===== src/rtl/dma_copy.sv =====
// dma_copy: word-copy DMA engine for the picorv32 native memory bus.
//
// The CPU programs SRC, DST and LEN through a slave register port, then sets
// START in CTRL. The engine copies LEN 32-bit words from SRC to DST, one
// read followed by one write per word, with a one-cycle idle gap after every
// bus handshake. Completion sets a sticky DONE flag that raises irq when IE=1.
//
// Register map (byte offset, addr[3:2] decoded):
//   0x0 SRC   source address, bits 1:0 forced to zero
//   0x4 DST   destination address, bits 1:0 forced to zero
//   0x8 LEN   word count (LEN_WIDTH bits, zero-extended on read)
//   0xC CTRL  write: bit0 start, bit1 clear done, bit2 ie
//             read : {29'b0, ie, done, busy}
//
// Ports:
//   clk, reset_n          system clock, asynchronous active-low reset
//   dma_sel, addr, wstrb  slave select, register offset, byte enables (0=read)
//   data_i, data_o        slave write data / registered read data
//   dma_ready             one-cycle slave acknowledge per dma_sel assertion
//   m_valid, m_addr       master request and word-aligned address
//   m_wstrb, m_wdata      4'h0 for reads, 4'hf with data for writes
//   m_rdata, m_ready      master read data and target acknowledge
//   irq                   level interrupt, done & ie
module dma_copy #(
  parameter int LEN_WIDTH = 16
) (
  input  logic        clk,
  input  logic        reset_n,
  input  logic        dma_sel,
  input  logic [3:0]  addr,
  input  logic [3:0]  wstrb,
  input  logic [31:0] data_i,
  output logic [31:0] data_o,
  output logic        dma_ready,
  output logic        m_valid,
  output logic [31:0] m_addr,
  output logic [3:0]  m_wstrb,
  output logic [31:0] m_wdata,
  input  logic [31:0] m_rdata,
  input  logic        m_ready,
  output logic        irq
);

  typedef enum logic [2:0] {
    S_IDLE,
    S_READ,
    S_RGAP,
    S_WRITE,
    S_WGAP
  } state_t;

  state_t                 state_q, state_d;
  logic [31:0]            src_q, src_d;
  logic [31:0]            dst_q, dst_d;
  logic [LEN_WIDTH-1:0]   len_q, len_d;
  logic                   ie_q, ie_d;
  logic                   done_q, done_d;
  logic [31:0]            cur_src_q, cur_src_d;
  logic [31:0]            cur_dst_q, cur_dst_d;
  logic [LEN_WIDTH-1:0]   cur_len_q, cur_len_d;
  logic [31:0]            buf_q, buf_d;
  logic                   sel_seen_q, sel_seen_d;
  logic                   rdy_q, rdy_d;
  logic [31:0]            rdata_q, rdata_d;
  logic                   m_valid_q, m_valid_d;
  logic [31:0]            m_addr_q, m_addr_d;
  logic [3:0]             m_wstrb_q, m_wstrb_d;
  logic [31:0]            m_wdata_q, m_wdata_d;

  logic                   busy;
  logic                   sel_fire;
  logic                   wr_en;
  logic                   start_req;
  logic [31:0]            len_ext;
  logic [31:0]            len_merged;
  logic [31:0]            rd_mux;
  logic                   unused_bits;

  // Byte-lane merge of a register write.
  function automatic logic [31:0] merge_bytes(input logic [31:0] old_v,
                                              input logic [31:0] new_v,
                                              input logic [3:0]  be);
    logic [31:0] r;
    for (int b = 0; b < 4; b++) begin
      r[8*b +: 8] = be[b] ? new_v[8*b +: 8] : old_v[8*b +: 8];
    end
    return r;
  endfunction

  assign busy = (state_q != S_IDLE);

  always_comb begin
    state_d    = state_q;
    src_d      = src_q;
    dst_d      = dst_q;
    len_d      = len_q;
    ie_d       = ie_q;
    done_d     = done_q;
    cur_src_d  = cur_src_q;
    cur_dst_d  = cur_dst_q;
    cur_len_d  = cur_len_q;
    buf_d      = buf_q;
    m_valid_d  = m_valid_q;
    m_addr_d   = m_addr_q;
    m_wstrb_d  = m_wstrb_q;
    m_wdata_d  = m_wdata_q;
    start_req  = 1'b0;
    rd_mux     = '0;

    // A slave access is acknowledged once per dma_sel assertion: the first
    // cycle dma_sel is seen fires, and sel_seen blocks re-firing until it drops.
    sel_fire   = dma_sel & ~sel_seen_q;
    wr_en      = sel_fire & (wstrb != 4'h0);
    sel_seen_d = dma_sel;
    rdy_d      = sel_fire;

    len_ext    = 32'(len_q);
    len_merged = merge_bytes(len_ext, data_i, wstrb);

    case (addr[3:2])
      2'd0:    rd_mux = src_q;
      2'd1:    rd_mux = dst_q;
      2'd2:    rd_mux = len_ext;
      default: rd_mux = {29'b0, ie_q, done_q, busy};
    endcase
    rdata_d = sel_fire ? rd_mux : '0;

    if (wr_en) begin
      case (addr[3:2])
        2'd0: if (!busy) src_d = merge_bytes(src_q, data_i, wstrb) & 32'hFFFF_FFFC;
        2'd1: if (!busy) dst_d = merge_bytes(dst_q, data_i, wstrb) & 32'hFFFF_FFFC;
        2'd2: if (!busy) len_d = len_merged[LEN_WIDTH-1:0];
        default: begin
          if (wstrb[0]) begin
            ie_d = data_i[2];
            if (data_i[1]) done_d = 1'b0;
            start_req = data_i[0];
          end
        end
      endcase
    end

    // The FSM is evaluated after the register writes so that a start or a
    // completion overrides a done-clear arriving in the same cycle.
    case (state_q)
      S_IDLE: begin
        if (start_req) begin
          if (len_q != '0) begin
            done_d    = 1'b0;
            cur_src_d = src_q;
            cur_dst_d = dst_q;
            cur_len_d = len_q;
            m_valid_d = 1'b1;
            m_addr_d  = src_q;
            m_wstrb_d = 4'h0;
            state_d   = S_READ;
          end else begin
            done_d = 1'b1;
          end
        end
      end
      S_READ: begin
        if (m_ready) begin
          buf_d     = m_rdata;
          m_valid_d = 1'b0;
          state_d   = S_RGAP;
        end
      end
      S_RGAP: begin
        m_valid_d = 1'b1;
        m_addr_d  = cur_dst_q;
        m_wstrb_d = 4'hf;
        m_wdata_d = buf_q;
        state_d   = S_WRITE;
      end
      S_WRITE: begin
        if (m_ready) begin
          cur_src_d = cur_src_q + 32'd4;
          cur_dst_d = cur_dst_q + 32'd4;
          cur_len_d = cur_len_q - LEN_WIDTH'(1);
          m_valid_d = 1'b0;
          state_d   = S_WGAP;
        end
      end
      S_WGAP: begin
        if (cur_len_q == '0) begin
          done_d  = 1'b1;
          state_d = S_IDLE;
        end else begin
          m_valid_d = 1'b1;
          m_addr_d  = cur_src_q;
          m_wstrb_d = 4'h0;
          state_d   = S_READ;
        end
      end
      default: state_d = S_IDLE;
    endcase
  end

  always_ff @(posedge clk or negedge reset_n) begin
    if (!reset_n) begin
      state_q    <= S_IDLE;
      src_q      <= '0;
      dst_q      <= '0;
      len_q      <= '0;
      ie_q       <= 1'b0;
      done_q     <= 1'b0;
      cur_src_q  <= '0;
      cur_dst_q  <= '0;
      cur_len_q  <= '0;
      buf_q      <= '0;
      sel_seen_q <= 1'b0;
      rdy_q      <= 1'b0;
      rdata_q    <= '0;
      m_valid_q  <= 1'b0;
      m_addr_q   <= '0;
      m_wstrb_q  <= '0;
      m_wdata_q  <= '0;
    end else begin
      state_q    <= state_d;
      src_q      <= src_d;
      dst_q      <= dst_d;
      len_q      <= len_d;
      ie_q       <= ie_d;
      done_q     <= done_d;
      cur_src_q  <= cur_src_d;
      cur_dst_q  <= cur_dst_d;
      cur_len_q  <= cur_len_d;
      buf_q      <= buf_d;
      sel_seen_q <= sel_seen_d;
      rdy_q      <= rdy_d;
      rdata_q    <= rdata_d;
      m_valid_q  <= m_valid_d;
      m_addr_q   <= m_addr_d;
      m_wstrb_q  <= m_wstrb_d;
      m_wdata_q  <= m_wdata_d;
    end
  end

  assign data_o    = rdata_q;
  assign dma_ready = rdy_q;
  assign m_valid   = m_valid_q;
  assign m_addr    = m_addr_q;
  assign m_wstrb   = m_wstrb_q;
  assign m_wdata   = m_wdata_q;
  assign irq       = done_q & ie_q;

  // Byte-offset bits below the word and LEN bits above LEN_WIDTH are don't-care.
  assign unused_bits = ^{addr[1:0], len_merged};

endmodule


===== config.mk =====
export PLATFORM = sky130hd
export DESIGN_NAME = dma_copy
export DESIGN_NICKNAME = d
export VERILOG_FILES = /design/src/rtl/dma_copy.sv
export SDC_FILE = /design/constraint.sdc
export NUM_CORES = 1
export LEC_CHECK = 0
export BUFFER_PORTS_ARGS = -buffer_cell sky130_fd_sc_hd__buf_2
export CORE_ASPECT_RATIO = 1.1
export CORE_MARGIN = 8
export CORE_UTILIZATION = 40
export DETAILED_ROUTE_END_ITERATION = 6
export GPL_TIMING_DRIVEN = 0
export PLACE_DENSITY_LB_ADDON = 0.2
export SLEW_MARGIN = 20
export SYNTH_ARGS = -nofsm -noshare
export SYNTH_HDL_FRONTEND = slang
export SYNTH_SLANG_ARGS = --single-unit
export TNS_END_PERCENT = 10

===== constraint.sdc =====
create_clock -name clk -period 2.1 [get_ports clk]
set_clock_uncertainty 0.15 [all_clocks]
set_input_delay 0.105 -clock clk [delete_from_list [all_inputs] [get_ports clk]]
set_output_delay 0.105 -clock clk [all_outputs]
set_load 0.05 [all_outputs]

## Word level (Yosys, flattened, before mapping)

Index checks and enable logic that the tools add are counted.

| storage, ports and cells | value |
|---|---|
| flip-flop bits (word level) | 296 |
| bits of input ports | 76 |
| output and inout port bits | 103 |
| word-level logic and storage cells | 114 |

| operators by class | value |
|---|---|
| add/subtract/negate cells | 3 |
| equal/unequal tests | 12 |
| multiplexer cells | 42 |
| bitwise operators | 6 |
| reductions and logical operators | 27 |

Operators with widths:

| kind | number |
|---|---|
| 32-bit 2-to-1 mux | 8 |
| 32-bit case mux with 3 select lines | 2 |
| 32-bit case mux with 2 select lines | 2 |
| 32-bit by 3-bit adder with 32-bit output (second input constant) | 2 |
| 4-bit AND reduction | 13 |
| 16-bit 2-to-1 mux | 3 |
| 16-bit case mux with 2 select lines | 1 |
| 16-bit zero test | 1 |
| 16-bit nonzero test | 1 |
| 16-bit by 1-bit subtractor with 16-bit output (second input constant) | 1 |
| 1-bit 2-to-1 mux | 15 |
| 3-bit case mux with 5 select lines | 1 |
| 3-bit 2-to-1 mux | 4 |
| 4-bit 2-to-1 mux | 3 |
| 4-bit case mux with 3 select lines | 1 |
| 2-bit != test (second input constant) | 5 |
| 4-bit nonzero test | 2 |
| 3-bit by 2-bit == test with 1-bit output (second input constant) | 2 |
| 3-bit nonzero test | 2 |
| 5-bit AND reduction | 1 |
| 1-bit case mux with 4 select lines | 1 |
| 1-bit bitwise AND | 3 |
| 3-bit by 1-bit == test with 1-bit output (second input constant) | 1 |
| 3-bit == test (second input constant) | 1 |
| other kinds (12) | 14 |

## Depth between registers and ports, before layout

| logic depth | value |
|---|---|
| word-level depth | 6 |
| depth in mapped cells | 8 |
| mapped depth without buffers | 7 |

## Worst setup path after synthesis

Ideal clock, no wire load.

| timing path | value |
|---|---|
| kind | reg2reg |
| start | reg cur_len_q[4] |
| end | reg state_q[0] |
| setup time | 127 ps |
| arrival time | 1771 ps |
| data required time | 1823 ps |
| slack | 51 ps |
| cell stages (with the launch flop) | 7 |
| path buffers | 2 |
| period minus slack after synthesis | 2049 ps |
| path through | dfrtp_1 > clkbuf_1 > nor4_2 > and4_1 > o21ai_2 > buf_2 > or2_2 |

| on the way | value |
|---|---|
| word-level cells in the longest chain between the ends | 3 |

RTL lines:

| item | line | RTL |
|---|---|---|
| start: declaration | 60 | `logic [LEN_WIDTH-1:0] cur_len_q, cur_len_d;` |
| start signal: assignment | 228 | `cur_len_q <= cur_len_d;` |
| 16-bit zero test | 186 | `if (cur_len_q == '0) begin` |
| 1-bit 2-to-1 mux | 186 |  |
| 3-bit case mux with 5 select lines | 145 | `case (state_q)` |
| end signal: assignment | 220 | `state_q <= state_d;` |
| end: declaration | 52 | `state_t state_q, state_d;` |

Every way passes these cells.
A chain may end at the register's enable or synchronous reset.

## Worst setup path after layout

| timing path | value |
|---|---|
| start | reg len_q[13] |
| end | reg m_addr_q[28], in the netlist m_addr[28] |

| on the way | value |
|---|---|
| word-level cells in the longest chain between the ends | 3 |

RTL lines:

| item | line | RTL |
|---|---|---|
| start: declaration | 55 | `logic [LEN_WIDTH-1:0] len_q, len_d;` |
| start signal: assignment | 223 | `len_q <= len_d;` |
| 16-bit nonzero test | 148 | `if (len_q != '0) begin` |
| 2-bit != test (no source line) | -- |  |
| 4-bit AND reduction (no source line) | -- |  |
| end signal: assignment | 234 | `m_addr_q <= m_addr_d;` |
| end: declaration | 66 | `logic [31:0] m_addr_q, m_addr_d;` |

Every way passes these cells.

==> metrics <==
Hold Crit Start dma_sel; violated checks setup timing; Syn. warnings 0; power per cell area 1710 nW/µm²; largest net degree at the start of global routing 96; DR vias 11351; crit path max fanout 5; Post-DP HPWL 31300 µm; total of max-cap violations 0; ranking of synthesized cells by area dfrtp_1 (53%), mux2_2 (12%), a21oi_1 (4.3%), mux2i_1 (4.2%), nor2_1 (2.5%); WL per Instance 22.3 µm; die area 40000 µm²; P&R area growth vs syn 28.6%; number of I/O port buffers 175; Worst slew margin 0.442; Critical R2R Launch len_q[13]$_DFFE_PN0P_; CTS Buf Count 31; top_reg_cell synth dfrtp_1; DRC violations left 0; average size of a mapped cell 10.9 µm²; Switch Pwr 0.0131 W; Cells after Synth 1237; vias per std cell 5.70; hold slack 0.0484 ns; IO Pins 179; Pins Over Slew Limit 0; First DRT Iteration DRCs 1043; Post-synth EDFFs 0; placed cell count 1847; gr usage total 0.218; number of diodes 0; Reg2Reg Setup Slack -0.24 ns; post-place setup slack -1.06 ns; Initial Utilization 0.406; share of the synthesized area in the top cell type 0.533; Switching Share 0.438; # clock sinks 288; r2r worst-path depth 8; Cell Area, Synth 13500 µm²; Peak Freq 428 MHz; hold endpoint sel_seen_q$_DFF_PN0_; first-pass GRT wire length 68700 µm; CTS clk-pin slew, worst paths 0.06 ns; Pre-antenna DRT Iters 6; total wire length 44400 µm; crit path buf inv count 3; number of routed nets with antenna violations 0; crit-path max cell delay 0.43 ns; die width 191 µm; Tcrit/Tclk final 1.11; GRT overflow 0; initial antenna violation count 0; post-synth top area cell dfrtp_1; Critical Path RT 2.41 ns; CTS root buffer clkbuf_16; CTS tree yes; status finished, violations left; Final Setup Violations 95; worst-margin pin slew 0.836 ns; CTS H-Tree Depth 1; setup slack after layout -0.238 ns; critical path's slowest cell dfrtp_2; Startpoint Class flop; post-layout min period 2.34 ns; final-stage net count 1618; cell family with most CP delay simple AND/OR/NAND/NOR gates; Critical Path, Cell by Cell nor4_4, nand4_1, buf_6, buf_6, o211ai_1, o21ai_2, buf_4, mux2_2; RSZ-0062 raised after global routing yes; Comb pwr share 0.473; Final Hold Viols 0; clock share of power 0.180; GPL Wtd Cong 0.940; commonest cells in the netlist dfrtp_1 (288), mux2_2 (144), a21oi_1 (116); Post-Layout Cell Count 1992; Cell Area, Placed 15000 µm²; core region area 33300 µm²; peak supply drop 0.817 mV; vias in the first global route 11747; Flop pwr share 0.347; Design Area, Final 17400 µm²; Syn Nets 1317; RR Endpoint m_addr[28]$_DFFE_PN0P_; ys async rst share 1.00; total internal power 0.0168 W; count of cell types in the netlist 61; clk_lat worst skew 0.58 ns; Crit. End Element flop; CP dominant cell by count buf_6; share of layout cells above drive strength 1 0.330; flops & latches, synth 288; fillers 3043; total power 0.0298 W; post-synthesis sequential area ratio 0.533; most common cell in the netlist dfrtp_1; Setup CP Type flop to flop; Clock Path Buffers 3; hold path depth 2; Row Count 70; static leakage 7.94 nW; DIE HEIGHT 209 µm; Hold WC Path Type primary input to flop; data arrival time of the critical path 2.65 ns
==> area by class of cell <==
type / instances / area [µm²] / share of cell area
multi-input combinational: 824 / 6030 / 0.347
clock buffer: 46 / 882 / 0.0507
timing repair buffer: 269 / 1920 / 0.110
clock inverter: 9 / 101 / 0.00583
inverter: 37 / 139 / 0.00798
tap: 432 / 541 / 0.0311
buffer: 87 / 569 / 0.0327
sequential: 288 / 7210 / 0.415
==> sequential cells by signal, indices dropped and copies added (netlist names), 3 cells and up <==
signal,count
cur_src_q,30
cur_dst_q,30
src_q,30
len_q,16
m_wdata,32
state_q,3
buf_q,32
cur_len_q,16
m_addr,31
dst_q,30
data_o,32
==> cell usage in the layout, fill, tap and decap left out, drive strengths merged, types with 57 or more instances in the layout <==
cell type	instances
mux2i	57
a21oi	117
buf	235
nor2	89
o21ai	59
mux2	144
clkbuf	93
nand2	71
dlygate4sd3	74
dfrtp	288
==> routing by layer <==
metal	wire length, µm	vias to the layer above	GRT usage
met5	0	-	0
li1	-	5136	-
met3	3100	103	0.0368
met2	21700	435	0.361
met4	1630	0	0.0914
met1	17900	5677	0.279
==> worst max-delay path by stage <==
stage                              from                      to  slack [ns]  cells after the start
2_1_floorplan  cur_len_q[4]$_DFFE_PN0P_  state_q[0]$_DFFE_PN0P_        0.05                      6
3_3_place_gp                    reset_n    data_o[10]$_DFF_PN0_       -4.85                      1
3_5_place_dp       sel_seen_q$_DFF_PN0_    dst_q[9]$_DFFE_PN0P_       -1.06                      7
4_1_cts           len_q[14]$_DFFE_PN0P_  m_addr[22]$_DFFE_PN0P_       -0.20                      8
5_1_grt           len_q[13]$_DFFE_PN0P_  m_addr[28]$_DFFE_PN0P_       -0.29                      8
6_report          len_q[13]$_DFFE_PN0P_  m_addr[28]$_DFFE_PN0P_       -0.24                      8
==> power by group through the flow <==
| stage | Clock (W) | Combinational (W) | Sequential [W] |
|---|---|---|---|
| after CTS | 0.00550 | 0.0138 | 0.0103 |
| after global routing | 0.00572 | 0.0150 | 0.0106 |
| after global placement | 0 | 0.0126 | 0.0102 |
| after detailed placement | 0 | 0.0128 | 0.0103 |
| final | 0.00537 | 0.0141 | 0.0103 |
| after floorplan | 0 | 0.00737 | 0.0115 |
==> metrics by stage <==
| stage | setup TNS, ns | util |
|---|---|---|
| global placement | -1560.03 | 0.449 |
| CTS | -13.23 | 0.518 |
| finish | -12.17 | 0.523 |
| global route | -19.13 | 0.523 |
| detailed placement | -167.47 | 0.452 |
| floorplan | 0 | - |
==> logic make-up after synthesis <==
family                   after synthesis  share of synthesized area
multiplexers                         202                      0.164
AO/OA/AOI/OAI                        316                      0.149
buffers and inverters                125                     0.0383
flip-flops                           288                      0.533
adder cells (fa/ha/maj)                4                    0.00370
AND/OR/NAND/NOR                      301                      0.112
XOR/XNOR                               1                   0.000648
==> what timing repair did <==
| action | in CTS | in global routing |
|---|---|---|
| resized for setup | 112 | 75 |
| buffers inserted | 13 | 3 |
| gates cloned | 0 | 0 |
| pin swaps | 16 | 6 |
| hold buffers | 75 | 0 |
| hold endpoints to repair | 324 | 0 |
| setup endpoints to repair | 259 | 210 |
Note: power is estimated with default switching activity, not from simulation.
